<file path="src/rtl/varredura_matriz.sv">
// Column-scan controller for a 7x5 LED matrix: snapshots five column patterns per
// frame and lights one column at a time, with an all-off gap between columns.
module varredura_matriz #(
    parameter int DIV   = 4,
    parameter int BLANK = 1
) (
    input  logic       clk,
    input  logic       rst,
    input  logic       en,
    input  logic [6:0] col0,
    input  logic [6:0] col1,
    input  logic [6:0] col2,
    input  logic [6:0] col3,
    input  logic [6:0] col4,
    output logic [2:0] sel,
    output logic [4:0] col_n,
    output logic [6:0] lin,
    output logic       frame_done
);

    localparam logic [15:0] DIV_LAST   = 16'(DIV - 1);
    localparam logic [15:0] BLANK_LAST = 16'(BLANK - 1);

    typedef enum logic [1:0] {
        ST_IDLE,
        ST_LOAD,
        ST_SHOW,
        ST_BLANK
    } state_t;

    state_t      state_reg, state_next;
    logic [15:0] cnt_reg, cnt_next;
    logic [2:0]  idx_reg, idx_next;
    logic        load;

    logic [6:0]  col_in [5];
    logic [6:0]  shadow_reg [5];

    logic [2:0]  sel_reg, sel_next;
    logic [4:0]  col_n_reg, col_n_next;
    logic [6:0]  lin_reg, lin_next;
    logic        frame_done_reg, frame_done_next;
    logic        show_next;

    assign col_in[0] = col0;
    assign col_in[1] = col1;
    assign col_in[2] = col2;
    assign col_in[3] = col3;
    assign col_in[4] = col4;

    always_comb begin
        state_next      = state_reg;
        cnt_next        = 16'(cnt_reg + 16'd1);
        idx_next        = idx_reg;
        load            = 1'b0;
        frame_done_next = 1'b0;
        case (state_reg)
            ST_IDLE: begin
                cnt_next = '0;
                if (en) state_next = ST_LOAD;
            end
            ST_LOAD: begin
                load       = 1'b1;
                idx_next   = '0;
                cnt_next   = '0;
                state_next = ST_SHOW;
            end
            ST_SHOW: begin
                if (cnt_reg == DIV_LAST) begin
                    cnt_next   = '0;
                    state_next = ST_BLANK;
                end
            end
            ST_BLANK: begin
                if (cnt_reg == BLANK_LAST) begin
                    cnt_next = '0;
                    if (idx_reg == 3'd4) begin
                        // en is only honoured here and in IDLE, so a frame always completes
                        frame_done_next = 1'b1;
                        state_next      = en ? ST_LOAD : ST_IDLE;
                    end else begin
                        idx_next   = 3'(idx_reg + 3'd1);
                        state_next = ST_SHOW;
                    end
                end
            end
            default: state_next = ST_IDLE;
        endcase
    end

    // Output registers are loaded from next-state values so they line up with the state.
    always_comb begin
        show_next = (state_next == ST_SHOW);
        sel_next  = (state_next == ST_SHOW || state_next == ST_BLANK) ? idx_next : 3'd0;
        lin_next  = '0;
        if (show_next) lin_next = load ? col_in[0] : shadow_reg[idx_next];
    end

    for (genvar gi = 0; gi < 5; gi++) begin : g_col_drv
        assign col_n_next[gi] = ~(show_next && (idx_next == 3'(gi)));
    end

    always_ff @(posedge clk) begin
        if (rst) begin
            state_reg      <= ST_IDLE;
            cnt_reg        <= '0;
            idx_reg        <= '0;
            sel_reg        <= '0;
            col_n_reg      <= 5'b11111;
            lin_reg        <= '0;
            frame_done_reg <= 1'b0;
            for (int i = 0; i < 5; i++) shadow_reg[i] <= '0;
        end else begin
            state_reg      <= state_next;
            cnt_reg        <= cnt_next;
            idx_reg        <= idx_next;
            sel_reg        <= sel_next;
            col_n_reg      <= col_n_next;
            lin_reg        <= lin_next;
            frame_done_reg <= frame_done_next;
            if (load) begin
                for (int i = 0; i < 5; i++) shadow_reg[i] <= col_in[i];
            end
        end
    end

    assign sel        = sel_reg;
    assign col_n      = col_n_reg;
    assign lin        = lin_reg;
    assign frame_done = frame_done_reg;

endmodule

</file>
<file path="config.mk">
export PLATFORM = sky130hd
export DESIGN_NAME = varredura_matriz
export DESIGN_NICKNAME = d
export VERILOG_FILES = /design/src/rtl/varredura_matriz.sv
export SDC_FILE = /design/constraint.sdc
export NUM_CORES = 1
export LEC_CHECK = 0
export ABC_AREA = 0
export CAP_MARGIN = 15
export CORE_MARGIN = 3
export CORE_UTILIZATION = 48
export DETAILED_ROUTE_END_ITERATION = 16
export PLACE_DENSITY = 0.83
export SLEW_MARGIN = 20
export SYNTH_ARGS = -nofsm -noshare
export SYNTH_HDL_FRONTEND = slang
export SYNTH_SLANG_ARGS = --single-unit
</file>
<file path="constraint.sdc">
create_clock -name clk -period 2.29 [get_ports clk]
set_input_delay 0.5725 -clock clk [delete_from_list [all_inputs] [get_ports clk]]
set_output_delay 0.5725 -clock clk [all_outputs]
set_load 0.03 [all_outputs]
</file>
# Word-level counts from Yosys, hierarchy flattened
# Memory sizes are Yosys's and may differ from the RTL's. A register that Yosys moved wholly into a read port is not among the register bits.
# Cells that the tools add are included.
dict set report op_classes {
  n_reduce_logical 13
  n_mux 24
  n_addsub 2
  eq_ne 11
  bitwise_logic 14
}
# op n
set ops {}
lappend ops {{case mux 16 bit (3 select lines)} 1}
lappend ops {{two-way mux 7 bit} 5}
lappend ops {{two-way mux 16 bit} 2}
lappend ops {{adder 16 x 1 -> 16 bit, second input constant} 1}
lappend ops {{== test 16 x 2 -> 1 bit, second input constant} 1}
lappend ops {{zero test 16 bit} 1}
lappend ops {{NOT 1 bit} 9}
lappend ops {{== test 2 bit, second input constant} 4}
lappend ops {{two-way mux 1 bit} 8}
lappend ops {{two-way mux 2 bit} 4}
lappend ops {{case mux 2 bit (4 select lines)} 1}
lappend ops {{== test 3 x 2 -> 1 bit, second input constant} 2}
lappend ops {{== test 3 bit, second input constant} 2}
lappend ops {{two-way mux 3 bit} 2}
lappend ops {{case mux 3 bit (2 select lines)} 1}
lappend ops {{OR reduction 2 bit} 3}
lappend ops {{logical AND 1 bit} 5}
lappend ops {{bitwise OR 1 bit} 5}
lappend ops {{adder 3 x 1 -> 3 bit, second input constant} 1}
lappend ops {{== test 3 x 1 -> 1 bit, second input constant} 1}
lappend ops {{zero test 3 bit} 1}
lappend ops {{OR reduction 3 bit} 1}
lappend ops {{== test 2 x 1 -> 1 bit, second input constant} 1}
lappend ops {{zero test 2 bit} 1}
lappend ops {{logical OR 1 bit} 1}
dict set report totals {
  memories 1
  ramBits 35
  register_bits 30
  in_bits 38
  out_inout_bits 16
  wordCells 71
}
# name depth width read_ports rd_ports_with_merged_regs write_ports line
set memory_table {}
lappend memory_table {shadow_reg 5 7 1 1 5 37} ;# logic [6:0] shadow_reg [5];

# Logic depth before layout (Yosys ltp)
dict set report logic_depth {
  word_depth 8
  ltp_mapped 12
  ltp_nobuf 9
}

# Worst setup path after synthesis
# OpenSTA, ideal clock, no wires.
dict set report synth_path {
  kind {register to register}
  startpoint {reg cnt_reg[0]}
  endpoint {reg lin_reg[4] (netlist: lin[4]), read port of shadow_reg}
  slack_ps -76
  setup_time_ps 88
  t_arrival_ps 2278
  path_stages_with_launch 12
  period_less_slack_ps 2366
  path_buffers 2
  t_required_ps 2202
  cell_sequence {dfxtp_1 -> inv_1 -> ha_1 -> nor3b_1 -> nand4_1 -> or4_1 -> and2_1 -> buf_6 -> buf_12 -> mux2i_1 -> a22o_1 -> a211oi_1}
}
dict set report synth_via {
  elab_chain_len 6
  elab_cells_between_ends 10
  cone_classes {eq/ne: 2; mux: 5; bitwise: 1; reduce/logical: 2}
}
# item line
set synth_lines {}
lappend synth_lines {{start: declaration} 32} ;# logic [15:0] cnt_reg, cnt_next;
lappend synth_lines {{start signal: assignment} 115} ;# cnt_reg <= cnt_next;
lappend synth_lines {{== test 16 x 2 -> 1 bit or zero test 16 bit (tied branches)} {69, 75}}
lappend synth_lines {{two-way mux 2 bit (on tied branches)} {69, 75}}
lappend synth_lines {{case mux 2 bit (4 select lines)} 57} ;# case (state_reg)
lappend synth_lines {{== test 2 bit} 93} ;# show_next = (state_next == ST_SHOW);
lappend synth_lines {{NOT 1 bit (no line)} -}
lappend synth_lines {{OR reduction 2 bit (no line)} -}
lappend synth_lines {{end: declaration} 41} ;# logic [6:0] lin_reg, lin_next;
# Parallel ways exist; a longest one is shown, timed or not.
# A chain may end at the register's enable or synchronous reset.

# Final worst setup path
dict set report layout_path {
  startpoint {reg cnt_reg[1]}
  endpoint {reg lin_reg[0] (netlist: lin[0]), read port of shadow_reg}
}
# The elaborated chain is that of the path after synthesis.

==> results_tabular.tex <==
\begin{tabular}{lr}
\hline
Metric & Value \\
\hline
\multicolumn{2}{l}{\textbf{Detailed routing}} \\
WL per Instance & 15.4 um \\
WL final & 7310 um \\
Number of design rule violations left after detail routing & 0 \\
Detailed-router iteration count before antenna repair & 4 \\
Number of nets with antenna violations after routing & 0 \\
Vias per inst & 5.24 \\
Via count & 2,495 \\
Drt initial violations & 129 \\
\multicolumn{2}{l}{\textbf{Die}} \\
Placeable Area & 6420 um2 \\
Horizontal die dimension & 87.9 um \\
Area of the die & 7730 um2 \\
Number of cell rows & 29 \\
Number of ports placed on the die boundary & 54 \\
Die Span Y & 87.9 um \\
Starting Density & 0.501 \\
\multicolumn{2}{l}{\textbf{Critical path}} \\
Worst setup startpoint & cnt\_reg[1] \\
Worst flop-to-flop path endpoint & lin[0] \\
Worst R2R Path Depth & 10 \\
CP Max Fanout & 8 \\
Worst Path Required & 2560 ps \\
Setup Crit Path Kind & flop to flop \\
Startpoint type of the worst setup path & flop \\
WP data arrival & 2660 ps \\
Crit path capture type & flop \\
Highest cell delay on the worst timing path & 510 ps \\
Launch point of the worst reg-to-reg path & cnt\_reg[1] \\
Register-to-register path setup slack & -100 ps \\
Slowest-stage cell, CP & sky130\_fd\_sc\_hd\_\_or4\_4 \\
Worst Setup EP & lin[0] \\
Cell chain of the critical path & inv\_2 -> ha\_4 -> nor3b\_4 -> nand4\_1 -> or4\_4 -> and2\_4 -> buf\_12 -> mux2i\_1 -> mux2\_4 -> o221ai\_4 \\
\multicolumn{2}{l}{\textbf{GRT}} \\
Number of global-route vias before repair & 2,543 \\
Combined global-route utilization of all metal layers & 0.197 \\
Initial antenna violation count & 0 \\
Largest net degree at the start of global routing & 35 \\
Remaining global-route overflow & 0 \\
Global-route wire length before repair & 11,600 um \\
\multicolumn{2}{l}{\textbf{STA}} \\
Max frequency & 0.419 GHz \\
Worst path setup slack after routing & -95.5 ps \\
Max-slew violations & 0 \\
Final period demand of the worst path & 2390 ps \\
Fraction of the cycle the final worst path needs & 1.04 \\
Worst clock skew & 18.7 ps \\
Final number of setup-violating endpoints & 7 \\
Transition at the pin with the smallest max-transition slack & 532 ps \\
Hold violation count in the final report & 0 \\
Max transition margin & 0.642 \\
Post-Route Hold Slack & 536 ps \\
RSZ-0062 raised after global routing & true \\
\multicolumn{2}{l}{\textbf{Min path}} \\
HP Class & flop to flop \\
\multicolumn{2}{l}{\textbf{Synthesis}} \\
Number of distinct standard cells referenced by the synthesized netlist & 53 \\
Ranking of synthesized cells by area & sky130\_fd\_sc\_hd\_\_edfxtp\_1 (33\%), sky130\_fd\_sc\_hd\_\_dfxtp\_1 (23\%), sky130\_fd\_sc\_hd\_\_and2\_1 (6.2\%) \\
Area fraction of the dominant cell type after synthesis & 0.326 \\
Cell taking the most area after synthesis & sky130\_fd\_sc\_hd\_\_edfxtp\_1 \\
Number of enable flip-flop cells after synthesis & 35 \\
Cell with the most instances after synthesis & sky130\_fd\_sc\_hd\_\_dfxtp\_1 \\
Number of register bits inferred by synthesis & 72 \\
Total standard cell area after synthesis & 3220 um2 \\
Predominant post-synthesis flop cell & sky130\_fd\_sc\_hd\_\_dfxtp\_1 \\
Share of synthesized area occupied by flip-flops and latches & 0.557 \\
Syn\_nets & 331 \\
Number of warnings reported in the yosys synthesis log & 0 \\
Mean Syn Cell Area & 11.1 um2 \\
Proportion of register bits with asynchronous set or reset after synthesis & 0 \\
Syn Inst Count & 289 \\
Top cells by count, synth & sky130\_fd\_sc\_hd\_\_dfxtp\_1 (37), sky130\_fd\_sc\_hd\_\_edfxtp\_1 (35), sky130\_fd\_sc\_hd\_\_nor2\_1 (33) \\
\multicolumn{2}{l}{\textbf{CTS}} \\
CTS Sinks & 72 \\
Worst-skew pair later-pin latency & 360 ps \\
Number of CTS-inserted buffers & 9 \\
TritonCTS clock tree & done \\
Number of levels in the clock H-tree & 3 \\
Root buffer cell & sky130\_fd\_sc\_hd\_\_clkbuf\_8 \\
Post-cts hold buffer count & 0 \\
Clock slew at reported path FFs & 80 ps \\
Number of buffers on the longest clock path & 2 \\
\multicolumn{2}{l}{\textbf{Placement}} \\
Final weighted congestion of routability-driven global placement & 0.902 \\
Count of input and output buffers & 53 \\
DP HPWL & 4900 um \\
Cell count after placement & 454 \\
Placed inst area & 4130 um2 \\
\multicolumn{2}{l}{\textbf{Finish}} \\
Filler cells & 438 \\
Final net count & 436 \\
Multi-input gate area & 1400 um2 \\
Count of inserted antenna diode cells & 0 \\
Number of flip-flops under the largest register name & 35 \\
Post-Layout Inst Area & 4510 um2 \\
Area taken by flip-flops and latches & 1800 um2 \\
Layout area overhead & 40.2\% \\
Fraction of layout instances using a drive strength above 1 & 0.273 \\
Layout Cells excl Fill & 476 \\
\multicolumn{2}{l}{\textbf{Run status}} \\
Violated checks & negative setup slack \\
Result of the run & finished, violations left \\
\multicolumn{2}{l}{\textbf{Power and ir drop}} \\
Power density over the cells & 619 nW/um2 \\
Maximum resistive drop on vdd & 0.533 mV \\
Leakage Power & 1.81 nW \\
\multicolumn{2}{l}{\textbf{Flow run}} \\
Max capacitance violation total & 0 \\
\hline
\end{tabular}
==> final cells by class <==
type / instances / area share
Clock buffer: 10 / 0.0305
Tap cell: 77 / 0.0213
Timing Repair Buffer: 106 / 0.215
Inverter: 14 / 0.0116
Sequential cell: 72 / 0.398
Clock inverter: 6 / 0.0147
Multi-Input combinational cell: 191 / 0.310
==> per-layer routing <==
layer,global-route usage,part of all wire,vias to the layer above
met4,0.0851,0.023,0
li1,-,-,1220
met3,0.0452,0.048,16
met1,0.243,0.43,1186
met2,0.332,0.50,73
met5,0,0,-
==> repair_timing <==
action	4_1_cts	5_1_grt
pin swaps	2	5
setup buffers	3	3
resized for setup	18	16
cloned	0	0
hold endpoints to repair	0	0
setup endpoints to repair	8	12
==> worst max-delay path, delay by kind of cell (launching register included) <==
kind / cells / cell delay [ps]
multiplexers: 2 / 410
flip-flops: 1 / 330
buffers and inverters: 2 / 220
AO/OA/AOI/OAI: 1 / 200
AND/OR/NAND/NOR: 4 / 1010
adder cells (fa/ha/maj): 1 / 140
==> cell usage in the layout (no fill, tap or decap), types with 4 or more instances in the layout <==
| cell type | synthesis | final |
|---|---|---|
| sky130_fd_sc_hd__nand4_1 | 6 | 6 |
| sky130_fd_sc_hd__and2_1 | 32 | 31 |
| sky130_fd_sc_hd__xor2_1 | 8 | 8 |
| sky130_fd_sc_hd__mux2i_1 | 12 | 12 |
| sky130_fd_sc_hd__clkdlybuf4s50_1 | 0 | 53 |
| sky130_fd_sc_hd__buf_4 | 1 | 47 |
| sky130_fd_sc_hd__nor2_1 | 33 | 33 |
| sky130_fd_sc_hd__nand3_1 | 13 | 13 |
| sky130_fd_sc_hd__inv_1 | 14 | 12 |
| sky130_fd_sc_hd__xnor2_1 | 6 | 6 |
| sky130_fd_sc_hd__edfxtp_1 | 35 | 35 |
| sky130_fd_sc_hd__clkbuf_8 | 0 | 10 |
| sky130_fd_sc_hd__dfxtp_1 | 37 | 34 |
| sky130_fd_sc_hd__nand2_1 | 18 | 18 |
| sky130_fd_sc_hd__buf_6 | 1 | 4 |
==> where the power goes <==
group | internal (W) | leakage, nW | total [W] | switching [W]
combinational | 0.000178 | 1.05 | 0.000326 | 0.000149
sequential | 0.00141 | 0.669 | 0.00143 | 0.0000241
clock | 0.000534 | 0.0949 | 0.00103 | 0.000500
==> cells by family after synthesis <==
| kind of cell | Yosys count | share of synthesized area |
|---|---|---|
| DFF | 72 | 0.557 |
| adders and majority gates | 4 | 0.0155 |
| and+or+nand+nor | 128 | 0.220 |
| xor gates and xnor gates | 14 | 0.0381 |
| muxes | 17 | 0.0548 |
| AOI/OAI and AO/OA | 28 | 0.0657 |
| buffers and inverters | 26 | 0.0490 |
==> stage by stage <==
step	util	TNS (ps)	setup WS, ps	total power (W)
5_1_grt	0.703	-1460	-208	0.00288
3_3_place_gp	0.642	-140	-54.2	0.00174
2_1_floorplan	-	0	12.8	0.00161
4_1_cts	0.688	-191	-51.1	0.00278
6_report	0.703	-260	-95.5	0.00279
3_5_place_dp	0.642	-806	-170	0.00175
==> worst min path at each step <==
stage	startpoint	endpoint	slack [ps]	cells after the start
global placement	shadow_reg[4][3]	lin[3]	510	2
detailed placement	shadow_reg[4][2]	lin[2]	530	2
floorplan	cnt_reg[0]	cnt_reg[0]	440	1
global route	cnt_reg[0]	cnt_reg[0]	560	2
CTS	cnt_reg[0]	cnt_reg[0]	540	2
finish	cnt_reg[0]	cnt_reg[0]	540	2
(Power assumes the default switching activity.)
